[src/rtl/interconn_send_engine.sv]
// interconn_send_engine: per-MVU transmit engine. It accepts a block-transfer
// command, reads consecutive words from local memory (1-cycle read latency)
// and streams them to the selected destination MVUs at consecutive remote
// addresses. A 2-entry buffer soaks up send_gnt backpressure so that a
// stream runs at one word per cycle when it is not stalled.
module interconn_send_engine #(
    parameter int N     = 8,
    parameter int W     = 64,
    parameter int BADDR = 15,
    parameter int BLEN  = 15
) (
    input  logic             clk,
    input  logic             clr_n,
    input  logic             cmd_valid,
    output logic             cmd_ready,
    input  logic [N-1:0]     cmd_to,
    input  logic [BADDR-1:0] cmd_src_addr,
    input  logic [BADDR-1:0] cmd_dst_addr,
    input  logic [BLEN-1:0]  cmd_len,
    output logic             mem_rd_en,
    output logic [BADDR-1:0] mem_rd_addr,
    input  logic [W-1:0]     mem_rd_word,
    output logic [N-1:0]     send_to,
    output logic             send_en,
    output logic [BADDR-1:0] send_addr,
    output logic [W-1:0]     send_word,
    input  logic             send_gnt,
    output logic             busy,
    output logic             done
);

    typedef enum logic [1:0] {
        IDLE = 2'd0,
        RUN  = 2'd1,
        DONE = 2'd2
    } state_t;

    state_t state_q, state_d;

    // Latched command fields
    logic [N-1:0]     to_q;
    logic [BADDR-1:0] src_q;
    logic [BADDR-1:0] dst_q;
    logic [BLEN-1:0]  len_q;

    // Counters are one bit wider than the length field so a maximum-length
    // transfer (len+1 = 2^BLEN words) can still be counted without aliasing.
    logic [BLEN:0]    issued_q;
    logic [BLEN:0]    accepted_q;

    // Read in flight: data lands on mem_rd_word during the following cycle
    logic             pending_q;

    // Two-entry output buffer: head drives send_word, tail is the overflow slot
    logic [1:0]       occ_q;
    logic [W-1:0]     head_q;
    logic [W-1:0]     tail_q;
    logic [BADDR-1:0] addr_q;

    logic             cmd_fire;
    logic             beat;
    logic             last_beat;
    logic [2:0]       outstanding;
    logic             credit_ok;

    assign cmd_fire    = (state_q == IDLE) && cmd_valid;
    assign send_en     = (occ_q != 2'd0);
    assign beat        = send_en && send_gnt;
    assign last_beat   = beat && (accepted_q == {1'b0, len_q});

    // A word accepted this cycle frees a slot, so one more read may issue
    assign outstanding = {1'b0, occ_q} + {2'b00, pending_q};
    assign credit_ok   = outstanding < (beat ? 3'd3 : 3'd2);

    assign mem_rd_en   = (state_q == RUN) && (issued_q <= {1'b0, len_q}) && credit_ok;
    assign mem_rd_addr = src_q + BADDR'(issued_q);

    assign send_to     = to_q;
    assign send_addr   = addr_q;
    assign send_word   = head_q;

    // State register
    always_ff @(posedge clk or negedge clr_n) begin
        if (!clr_n) begin
            state_q <= IDLE;
        end else begin
            state_q <= state_d;
        end
    end

    // Next-state and status outputs
    always_comb begin
        state_d   = state_q;
        cmd_ready = 1'b0;
        busy      = 1'b0;
        done      = 1'b0;
        case (state_q)
            IDLE: begin
                cmd_ready = 1'b1;
                if (cmd_valid) begin
                    state_d = (cmd_to == '0) ? DONE : RUN;
                end
            end
            RUN: begin
                busy = 1'b1;
                if (last_beat) begin
                    state_d = DONE;
                end
            end
            DONE: begin
                done    = 1'b1;
                state_d = IDLE;
            end
            default: begin
                state_d = IDLE;
            end
        endcase
    end

    // Command latch, read/accept counters and the outgoing remote address;
    // the address is not advanced past the final beat so it holds afterwards
    always_ff @(posedge clk or negedge clr_n) begin
        if (!clr_n) begin
            to_q       <= '0;
            src_q      <= '0;
            dst_q      <= '0;
            len_q      <= '0;
            issued_q   <= '0;
            accepted_q <= '0;
            addr_q     <= '0;
            pending_q  <= 1'b0;
        end else begin
            pending_q <= mem_rd_en;
            if (cmd_fire) begin
                to_q       <= cmd_to;
                src_q      <= cmd_src_addr;
                dst_q      <= cmd_dst_addr;
                len_q      <= cmd_len;
                issued_q   <= '0;
                accepted_q <= '0;
                addr_q     <= cmd_dst_addr;
            end else begin
                if (mem_rd_en) begin
                    issued_q <= issued_q + 1'b1;
                end
                if (beat) begin
                    accepted_q <= accepted_q + 1'b1;
                    if (!last_beat) begin
                        addr_q <= dst_q + BADDR'(accepted_q + 1'b1);
                    end
                end
            end
        end
    end

    // Output buffer: push returning read data, pop on an accepted beat;
    // the head keeps its last value when the buffer drains
    always_ff @(posedge clk or negedge clr_n) begin
        if (!clr_n) begin
            occ_q  <= 2'd0;
            head_q <= '0;
            tail_q <= '0;
        end else begin
            case (occ_q)
                2'd0: begin
                    if (pending_q) begin
                        head_q <= mem_rd_word;
                        occ_q  <= 2'd1;
                    end
                end
                2'd1: begin
                    if (pending_q && beat) begin
                        head_q <= mem_rd_word;
                    end else if (pending_q) begin
                        tail_q <= mem_rd_word;
                        occ_q  <= 2'd2;
                    end else if (beat) begin
                        occ_q <= 2'd0;
                    end
                end
                2'd2: begin
                    if (beat) begin
                        head_q <= tail_q;
                        if (pending_q) begin
                            tail_q <= mem_rd_word;
                        end else begin
                            occ_q <= 2'd1;
                        end
                    end
                end
                default: begin
                    occ_q <= 2'd0;
                end
            endcase
        end
    end

endmodule

[config.mk]
export PLATFORM = sky130hd
export DESIGN_NAME = interconn_send_engine
export DESIGN_NICKNAME = d
export VERILOG_FILES = /design/src/rtl/interconn_send_engine.sv
export SDC_FILE = /design/constraint.sdc
export NUM_CORES = 1
export LEC_CHECK = 0
export CORE_MARGIN = 4
export CORE_UTILIZATION = 53
export DETAILED_ROUTE_END_ITERATION = 16
export PLACE_DENSITY = 0.85
export REMOVE_ABC_BUFFERS = 1
export SLEW_MARGIN = 30
export SYNTH_ARGS = -nofsm -noshare
export SYNTH_HDL_FRONTEND = slang
export SYNTH_SLANG_ARGS = --single-unit
export TNS_END_PERCENT = 50
[constraint.sdc]
create_clock -name clk -period 3.45 [get_ports clk]
set_input_delay 0.345 -clock clk [delete_from_list [all_inputs] [get_ports clk]]
set_output_delay 0.345 -clock clk [all_outputs]
set_load 0.02 [all_outputs]
==> impl_table.tex, run 1 <==
\begin{tabular}{lr}
\hline
Metric & Value \\
\hline
\multicolumn{2}{l}{\textbf{Pwr}} \\
Power per standard cell area & 925 nW/µm² \\
Power after layout & 14.3 mW \\
Static leakage & 6.77 nW \\
IR Drop Worst-Case VDD & 645 µV \\
\multicolumn{2}{l}{\textbf{Setup path}} \\
Sort of element at the end of the critical path & output port \\
Data required time of the worst path & 3.11 ns \\
Data arrival time of the critical path & 3.09 ns \\
Kind of start point of the critical path & flop \\
Maximum fanout count along the critical path & 2 \\
Crit Path Category & reg -> out \\
\multicolumn{2}{l}{\textbf{Clocking}} \\
Clock buffer count from CTS & 26 \\
Clock-pin transition on the worst setup and hold timing paths & 0.06 ns \\
TritonCTS sink count & 233 \\
Clock H-tree levels & 1 \\
Cell chosen for the clock root & sky130\_fd\_sc\_hd\_\_clkbuf\_16 \\
Later-pin clock latency in the skew report & 0.52 ns \\
Maximum clock insertion buffer count & 3 \\
CTS tree & done \\
\multicolumn{2}{l}{\textbf{Layout}} \\
Final layout net count & 1574 \\
Share of post-route cells with drive strength above 1 & 12.0\% \\
Fin cells & 1704 \\
Layout-stage area growth over the synthesis result & 30.9\% \\
\multicolumn{2}{l}{\textbf{Detailed routing}} \\
Initial DRC Count & 560 \\
Per-cell routed wire length & 16.9 µm \\
Total number of vias & 9330 \\
Post-route antenna net violation count & 0 \\
Via density per instance & 5.48 \\
Number of design rule violations left after detail routing & 0 \\
Routed wire length & 28800 µm \\
Detailed Routing Iterations Pass 1 & 5 \\
\multicolumn{2}{l}{\textbf{Synthesis}} \\
Synthesized netlist cell count & 1177 \\
Number of synthesis warnings & 0 \\
Leading register cell type out of synthesis & sky130\_fd\_sc\_hd\_\_dfrtp\_1 \\
Flip-flop and latch count after synthesis & 233 \\
Average instance area after synthesis & 10.0 µm² \\
Netlist Area Pre-Place & 11800 µm² \\
Distinct cell type count after synthesis & 55 \\
Fraction of synthesis flops using an asynchronous set or reset pin & 100\% \\
Count of flip-flops with a built-in enable after synthesis & 0 \\
Sequential area share after synthesis & 49.5\% \\
\multicolumn{2}{l}{\textbf{Die}} \\
Overall die area & 24700 µm² \\
Cell row count & 54 \\
Height of the die & 157 µm \\
Placeable core region & 21800 µm² \\
Number of primary I/O pins & 228 \\
Die width & 157 µm \\
Initial Utilization & 54.0\% \\
\multicolumn{2}{l}{\textbf{STA}} \\
Max-slew violations & 0 \\
Highest Clock Rate & 291 MHz \\
Fraction of the cycle the final worst path needs & 99.5\% \\
Final Hold Vio Count & 0 \\
Worst Max-Slew Pin Slew & 0.859 ns \\
Count of final setup violators & 0 \\
Headroom to the max-slew limit & 42.7\% \\
Post-layout minimum cycle time & 3.43 ns \\
Layout Skew & 0.0176 ns \\
Unrepaired setup endpoints after global routing & yes \\
\multicolumn{2}{l}{\textbf{Worst hold path}} \\
Class of the worst hold path & in -> reg \\
\multicolumn{2}{l}{\textbf{Global route}} \\
Number of antenna violations at the first check in global routing & 4 \\
Grt ovf & 0 \\
GR Util All Layers & 23.0\% \\
Pin count of the biggest net entering global routing & 111 \\
Vias in the first global route & 9441 \\
First-pass GRT wire length & 46800 µm \\
\multicolumn{2}{l}{\textbf{Status}} \\
Result of the run & finished, final reports clean \\
\multicolumn{2}{l}{\textbf{Placement}} \\
Placer's final routability congestion estimate & 0.900 \\
Number of placed cells counting well taps & 1645 \\
IO Port Bufs & 227 \\
Detail Placement HPWL & 20100 µm \\
\multicolumn{2}{l}{\textbf{Flow run}} \\
Max-capacitance violation count & 0 \\
\hline
\end{tabular}
==> cells in the mapped netlist (9+ instances only) <==
cell / count / area, µm²
sky130_fd_sc_hd__dfrtp_1: 233 / 5830
sky130_fd_sc_hd__nand2_1: 164 / 616
sky130_fd_sc_hd__nor2_1: 132 / 495
sky130_fd_sc_hd__a21oi_1: 105 / 526
sky130_fd_sc_hd__mux2i_1: 70 / 701
sky130_fd_sc_hd__mux2_2: 64 / 721
sky130_fd_sc_hd__ha_1: 50 / 626
sky130_fd_sc_hd__o21ai_0: 50 / 250
sky130_fd_sc_hd__clkbuf_1: 46 / 173
sky130_fd_sc_hd__inv_1: 34 / 128
sky130_fd_sc_hd__xor2_1: 34 / 298
sky130_fd_sc_hd__xnor2_1: 33 / 289
sky130_fd_sc_hd__nand3_1: 24 / 120
sky130_fd_sc_hd__nor3_1: 15 / 75.1
sky130_fd_sc_hd__a21o_1: 9 / 67.6
==> layout by cell type, fill, tap and decap left out, types with 33 or more instances in the layout <==
cell and count:
sky130_fd_sc_hd__mux2_2 64, sky130_fd_sc_hd__ha_1 47, sky130_fd_sc_hd__nand2_1 163, sky130_fd_sc_hd__a21oi_1 104, sky130_fd_sc_hd__nor2_1 128, sky130_fd_sc_hd__xnor2_1 33
sky130_fd_sc_hd__inv_1 33, sky130_fd_sc_hd__o21ai_0 49, sky130_fd_sc_hd__mux2i_1 70, sky130_fd_sc_hd__dfrtp_1 232, sky130_fd_sc_hd__xor2_1 34, sky130_fd_sc_hd__clkdlybuf4s50_1 219
==> kinds of logic after synthesis <==
group / count (synthesis) / synth area share, %
xor gates and xnor gates: 67 / 4.98
DFF: 233 / 49.5
and+or+nand+nor: 391 / 14.4
adders and majority gates: 52 / 5.65
buffers and inverters: 94 / 3.21
muxes: 134 / 12.1
AOI/OAI and AO/OA: 206 / 10.1
==> where the power goes <==
group / total (mW) / internal, mW / leakage (nW) / switching [mW]
registers: 4.69 / 3.95 / 2.75 / 0.746
logic: 6.69 / 3.10 / 3.57 / 3.58
clock network: 2.88 / 1.78 / 0.444 / 1.10
total: 14.3 / 8.83 / 6.77 / 5.43
==> layout make-up <==
type                            count  area, µm²
Fill cell                        1620       6400
Inverter                           35        131
Clock inverter                     10        130
Multi-Input combinational cell    850       5660
Tap cell                          280        350
Clock buffer                       38        777
Antenna cell                        3       7.51
Timing Repair Buffer              255       2530
Sequential cell                   233       5830
==> per-stage QoR <==
step	setup WS, ns	hold WS, ns	TNS (ns)	utilization (%)	instance area [µm²]
2_1_floorplan	-3.76	0.0494	-522.24	-	11500
3_3_place_gp	0.233	0.458	0	65.9	14400
3_5_place_dp	0.0173	0.461	0	65.9	14400
4_1_cts	0.000122	0.328	0	70.4	15400
5_1_grt	-0.146	0.334	-0.186	70.7	15400
6_report	0.0184	0.350	0	70.7	15400
==> routing by layer <==
layer | share of wire (%) | up-vias | GRT usage, %
met5 | 0.052 | - | 0
met4 | 4.4 | 2 | 9.14
met3 | 4.7 | 77 | 3.44
met2 | 50 | 256 | 39.5
met1 | 41 | 4495 | 29.5
li1 | - | 4500 | -
==> path summary, 6_finish.rpt <==
path	startpoint	cells after the start	slack [ns]	to
min in group asynchronous	clr_n	2	0.50	src_q[1]
hold reg to reg	send_to[3]	2	0.47	send_to[3]
max in group asynchronous	clr_n	3	2.10	send_word[61]
setup / recovery	issued_q[0]	14	0.02	mem_rd_addr[14]
hold / removal	cmd_src_addr[9]	3	0.35	src_q[9]
setup reg to reg	accepted_q[0]	11	0.35	send_addr[13]
==> worst max-delay path, cell delays in order, from the launching register on <==
cell and delay [ns]:
sky130_fd_sc_hd__dfrtp_1 0.39, sky130_fd_sc_hd__ha_2 0.21, sky130_fd_sc_hd__inv_2 0.06, sky130_fd_sc_hd__fa_2 0.22, sky130_fd_sc_hd__nor2b_2 0.05, sky130_fd_sc_hd__o31a_1 0.31, sky130_fd_sc_hd__nor2_2 0.16, sky130_fd_sc_hd__o21ai_2 0.09
sky130_fd_sc_hd__a221oi_2 0.29, sky130_fd_sc_hd__buf_4 0.16, sky130_fd_sc_hd__buf_6 0.09, sky130_fd_sc_hd__buf_6 0.09, sky130_fd_sc_hd__nor2_2 0.03, sky130_fd_sc_hd__a311oi_2 0.23, sky130_fd_sc_hd__buf_4 0.18
==> state kept, by name, summed over array words and instances, names as in the netlist <==
name and cells:
dst_q 15, src_q 15, pending_q 1, occ_q 2
issued_q 16, send_word 64, len_q 15, send_addr 15
tail_q 64, state_q 2, accepted_q 16, send_to 8
==> timing repair <==
item                                    in CTS  in global routing
hold buffers                                 1                  0
pin swaps                                    1                  7
hold endpoints to repair                   106                  0
endpoints found under the setup margin       8                  9
resized for setup                           23                 18
cloned                                       0                  0
buffers inserted                             5                  2
Power figures use the tool's default switching activity.
==> run 2, diff against run 1 <==
--- a/config.mk
+++ b/config.mk
@@ -6,9 +6,9 @@
 export NUM_CORES = 1
 export LEC_CHECK = 0
 export CORE_MARGIN = 4
-export CORE_UTILIZATION = 53
+export CORE_UTILIZATION = 40
 export DETAILED_ROUTE_END_ITERATION = 16
-export PLACE_DENSITY = 0.85
+export PLACE_DENSITY = 0.68
 export REMOVE_ABC_BUFFERS = 1
 export SLEW_MARGIN = 30
 export SYNTH_ARGS = -nofsm -noshare
==> impl_table.tex, run 2 (same netlist as run 1, synthesis figures left out) <==
\begin{tabular}{lr}
\hline
Metric & Value \\
\hline
\multicolumn{2}{l}{\textbf{Setup path}} \\
Worst Setup SP & issued\_q[5] \\
Sort of element at the end of the critical path & output port \\
Data required time of the worst path & 3.11 ns \\
Slack of the worst reg-to-reg path & 0.29 ns \\
Origin of the critical flop-to-flop path & accepted\_q[0] \\
Cell with the largest stage delay on the worst path & sky130\_fd\_sc\_hd\_\_dfrtp\_1 \\
Kind of start point of the critical path & flop \\
Maximum fanout count along the critical path & 6 \\
Crit Path Category & reg -> out \\
Cell family with most CP delay & compound AO/OA/AOI/OAI gates \\
Data arrival time of the critical path & 2.97 ns \\
Buffers and inverters on the worst path & 2 \\
Ordered list of cells on the worst path & ha\_1 > o21a\_1 > o21a\_1 > a2111oi\_4 > buf\_4 > nor3b\_2 > a211o\_1 > xor2\_1 > clkdlybuf4s15\_2 \\
CP dominant cell by count & sky130\_fd\_sc\_hd\_\_o21a\_1 \\
Maximum cell stage delay along the critical path & 0.44 ns \\
\multicolumn{2}{l}{\textbf{Placement}} \\
IO Port Bufs & 227 \\
Placement Cell Area & 14500 µm² \\
Detail Placement HPWL & 20700 µm \\
Placer's final routability congestion estimate & 0.836 \\
Worst Setup Slack post-DPL & 0.110 ns \\
\multicolumn{2}{l}{\textbf{Detailed routing}} \\
Per-cell routed wire length & 16.0 µm \\
Post-route antenna net violation count & 0 \\
Via density per instance & 5.05 \\
Number of design rule violations left after detail routing & 0 \\
Detailed Routing Iterations Pass 1 & 5 \\
Initial DRC Count & 445 \\
Total number of vias & 9134 \\
Routed wire length & 28900 µm \\
\multicolumn{2}{l}{\textbf{STA}} \\
Unrepaired setup endpoints after global routing & yes \\
Total negative slack for setup checks & 0 ns \\
Fraction of the cycle the final worst path needs & 96.1\% \\
Post-layout minimum cycle time & 3.32 ns \\
Hold slack final & 0.340 ns \\
Highest Clock Rate & 302 MHz \\
Count of final setup violators & 0 \\
Layout Skew & 0.0180 ns \\
PnR worst setup slack & 0.135 ns \\
Final Hold Vio Count & 0 \\
Max-slew violations & 0 \\
Worst Max-Slew Pin Slew & 0.746 ns \\
Headroom to the max-slew limit & 50.3\% \\
\multicolumn{2}{l}{\textbf{Clocking}} \\
CTS tree & done \\
Clock-pin transition on the worst setup and hold timing paths & 0.06 ns \\
Clock H-tree levels & 1 \\
Clock buffer count from CTS & 28 \\
Maximum clock insertion buffer count & 3 \\
TritonCTS sink count & 233 \\
Later-pin clock latency in the skew report & 0.53 ns \\
Cell chosen for the clock root & sky130\_fd\_sc\_hd\_\_clkbuf\_16 \\
\multicolumn{2}{l}{\textbf{Die}} \\
Cell row count & 62 \\
Overall die area & 32300 µm² \\
Height of the die & 180 µm \\
Initial Utilization & 40.8\% \\
Placeable core region & 28900 µm² \\
Die width & 180 µm \\
Number of primary I/O pins & 228 \\
\multicolumn{2}{l}{\textbf{Layout}} \\
Area taken by multi-input logic gates & 5670 µm² \\
Leading cell type in the layout, fill and taps excluded & sky130\_fd\_sc\_hd\_\_dfrtp\_1 \\
Share of post-route cells with drive strength above 1 & 11.5\% \\
Sequential cell area & 5830 µm² \\
Fillers & 2604 \\
Most frequent cells in the layout & 232 x sky130\_fd\_sc\_hd\_\_dfrtp\_1, 218 x sky130\_fd\_sc\_hd\_\_clkdlybuf4s50\_1, 163 x sky130\_fd\_sc\_hd\_\_nand2\_1, 130 x sky130\_fd\_sc\_hd\_\_nor2\_1, 104 x sky130\_fd\_sc\_hd\_\_a21oi\_1 \\
Finished layout cell area & 15600 µm² \\
Final layout net count & 1573 \\
Layout-stage area growth over the synthesis result & 32.2\% \\
\multicolumn{2}{l}{\textbf{Global route}} \\
Vias in the first global route & 9239 \\
Number of antenna violations at the first check in global routing & 4 \\
Pin count of the biggest net entering global routing & 90 \\
GR Util All Layers & 17.6\% \\
Grt ovf & 0 \\
First-pass GRT wire length & 48300 µm \\
\multicolumn{2}{l}{\textbf{Pwr}} \\
Power dissipated by switching net loads & 5.35 mW \\
P\_int & 8.82 mW \\
Clk pwr share & 20.4\% \\
IR Drop Worst-Case VDD & 490 µV \\
Power per standard cell area & 911 nW/µm² \\
Static leakage & 6.78 nW \\
Combinational power share & 46.6\% \\
Power after layout & 14.2 mW \\
Switching portion of total power & 37.8\% \\
Power share of the sequential group & 33.0\% \\
\multicolumn{2}{l}{\textbf{Flow run}} \\
Max-capacitance violation count & 0 \\
\multicolumn{2}{l}{\textbf{Worst hold path}} \\
HP Start & cmd\_src\_addr[9] \\
Class of the worst hold path & in -> reg \\
\multicolumn{2}{l}{\textbf{Status}} \\
Result of the run & finished, final reports clean \\
\hline
\end{tabular}
-- run 2: per-stage QoR --
stage,std cells,utilization (%)
2_1_floorplan,1118,-
3_5_place_dp,1749,50.3
4_1_cts,1805,53.8
5_1_grt,1809,54.0
6_report,1809,54.0
3_3_place_gp,1749,50.3
-- run 2: worst paths after layout --
path,endpoint,cells after the start
worst max-delay path,mem_rd_addr[13],9
worst min-delay path,src_q[9],3
worst max register to register,send_addr[13],12
worst min register to register,send_to[0],2
max in group asynchronous,issued_q[11],3
min in group asynchronous,issued_q[0],2
-- run 2: layer usage --
layer	routed length [µm]	up-vias	GRT usage (%)
met4	976	0	5.67
met1	12700	4418	23.4
met2	14200	167	30.0
met3	953	50	2.53
met5	0	-	0
li1	-	4499	-
-- run 2: what timing repair did --
action / 4_1_cts / 5_1_grt
hold buffers: 1 / 0
gates resized for setup: 22 / 16
cloned: 0 / 0
setup buffers: 4 / 0
setup endpoints to repair: 8 / 9
pin swaps: 5 / 5
hold endpoints to repair: 85 / 0
-- run 2: area by class of cell --
cell class | count | share of cell area (%)
sequential | 233 | 37.5
inverter | 35 | 0.844
multi-input combinational | 850 | 36.4
timing repair buffer | 252 | 16.1
tap | 384 | 3.09
antenna | 4 | 0.0643
clock inverter | 5 | 0.321
clock buffer | 46 | 5.65
-- run 2: worst register-to-register path: cells and delay by family, from the launching register on --
family	cells	cell delay, ns
simple gates	5	1.01
compound gates	3	0.67
fa+ha+maj	2	0.56
flops	1	0.44
mux	1	0.22
xor+xnor	1	0.17
-- run 2: power groups by stage --
stage          sequential [mW]  combinational, mW  clock (mW)
6_report                  4.68               6.60        2.90
5_1_grt                   4.84               7.26        3.11
4_1_cts                   4.68               6.70        2.98
3_5_place_dp              4.71               6.64           0
3_3_place_gp              4.66               6.52           0
2_1_floorplan             5.17               3.61           0
==> patch 1, RTL diff (settings of run 2) <==
`BLEN`: 15 -> 16.
--- a/src/rtl/interconn_send_engine.sv
+++ b/src/rtl/interconn_send_engine.sv
@@ -8,5 +8,5 @@
     parameter int W     = 64,
     parameter int BADDR = 15,
-    parameter int BLEN  = 15
+    parameter int BLEN  = 16
 ) (
     input  logic             clk,
Interface: changed (resized cmd_len); port bits go from 228 to 229. No check against the original RTL was run, so the function may have changed too.
==> patch 1 against run 2 <==
First-iteration DRC count down 14%. Area after synthesis up 1.9%. Wire length up 2.1%. Cell area up 0.93%. Sequential cell count up 3. Power up 2.4%. Worst setup slack better by 0.034 ns. Largest cell class unchanged.
==> patch 1: results <==
[place]
dpl_cell_area_um2 = 14800
placed_cells = 1769
dp_hpwl_um = 20600
place.gp.congestion = 0.877
portBuffers = 228

[routing]
num_vias = 9317
viasPerCell = 5.12
drt_iter0_drc = 381
dr.pass1.iters = 4
wire_per_inst_um = 16.2

[yosys]
synth_cell_type_count = 58
synth.area.top_cells = "dfrtp_1, mux2i_1, mux2_2"
avgSynthCellArea_um2 = 10.0
synth_enable_flop_cells = 0
synth_compound_area_frac = 0.111
synth_commonest_cells = "dfrtp_1, nand2_1, a21oi_1"
synthAdderAreaFrac = 0.0565
synth_xor_area_frac = 0.0438

[layout]
fillCellCount = 2674
finalNetCount = 1585
drive_gt1_frac = 0.101

[worst_setup_path]
cp-startpoint = "issued_q[7]$_DFFE_PN0P_"
reg2regPathDepth = 10
timing.rr.end = "send_addr[14]$_DFFE_PN0P_"
critPathArrivalTime_ns = 2.94
reg2reg_from = "accepted_q[2]$_DFFE_PN0P_"

[sta]
clock_skew_ns = 0.00949
slew_headroom = 0.465
timing.hold.ws_ns = 0.330

[power_and_ir_drop]
p_leak_nw = 6.84

[global_route]
grt_pass1_wl_um = 48600
grt_max_degree = 101
grt_usage = 0.176
grt_pass1_vias = 9428

[hold_path]
worstHoldStart = "cmd_src_addr[4]"
min_to = "src_q[4]$_DFFE_PN0P_"

[run_status]
status = "finished, final reports clean"
==> patch 1: changes by cell type after synthesis, sizes merged, moves of 4 or more <==
cell / delta
a21oi: +7
and3: +6
buf: +4
mux2i: +4
nand2: +8
nand3b: +4
nand4: +4
nor2: -30
nor3: -6
nor4: -6
o21ai: +7
o31ai: +7
or4: +6
xor2: -10
==> patch 1: timing repair <==
item                       CTS  global route
setup buffers                0             0
hold buffers                 1             0
gates resized for setup      6            15
hold endpoints to repair    97             0
setup endpoints to repair    6             8
==> patch 1: how the worst max path moves through the flow <==
| stage | end | slack, ns | depth (start not counted) |
|---|---|---|---|
| floorplan | send_word[0]$_DFFE_PN0P_ | -3.76 | 4 |
| global placement | mem_rd_addr[13] | 0.40 | 9 |
| detailed placement | mem_rd_addr[13] | 0.38 | 9 |
| CTS | mem_rd_addr[6] | 0.04 | 10 |
| global route | mem_rd_addr[8] | -0.04 | 11 |
| finish | mem_rd_addr[10] | 0.17 | 6 |
==> patch 1: worst max-delay path, cell delays in order, from the launching register on <==
cell and delay [ns]:
dfrtp_1 0.42, ha_1 0.39, a2111oi_0 0.74, nand2_1 0.17, a21oi_1 0.19, xnor2_1 0.13, dlygate4sd2_1 0.35
==> patch 1: cell type report <==
class,count,area (um2),area share
flip-flops and latches,236,5910,0.376
well taps,390,488,0.0310
clock inverters,4,47.5,0.00303
clock buffers,45,875,0.0556
diodes,2,5.00,0.000318
multi-input cells,864,5780,0.368
repair buffers,246,2490,0.158
inverters,34,128,0.00812
==> patch 1: cells by family (layout without fill, tap and decap cells) <==
| kind of cell | count (synthesis) | count (layout) |
|---|---|---|
| mux | 138 | 138 |
| buf+inv | 95 | 329 |
| other cells | 0 | 2 |
| fa+ha+maj | 53 | 53 |
| flops | 236 | 236 |
| xor+xnor | 60 | 60 |
| compound gates | 230 | 230 |
| simple gates | 383 | 383 |
==> patch 1: routing by layer <==
metal	vias to the layer above	wire, um	GRT usage
li1	4594	-	-
met1	4474	12900	0.231
met2	181	14300	0.298
met3	64	1250	0.0278
met4	4	1030	0.0573
met5	-	31	0
==> patch 1: power by group <==
| group | internal [W] | total (W) | leakage, nW | switching, W |
|---|---|---|---|---|
| Clock | 0.00173 | 0.00287 | 0.451 | 0.00115 |
| Combinational | 0.00321 | 0.00688 | 3.60 | 0.00368 |
| Sequential | 0.00402 | 0.00476 | 2.79 | 0.000748 |
| Total | 0.00895 | 0.0145 | 6.84 | 0.00557 |
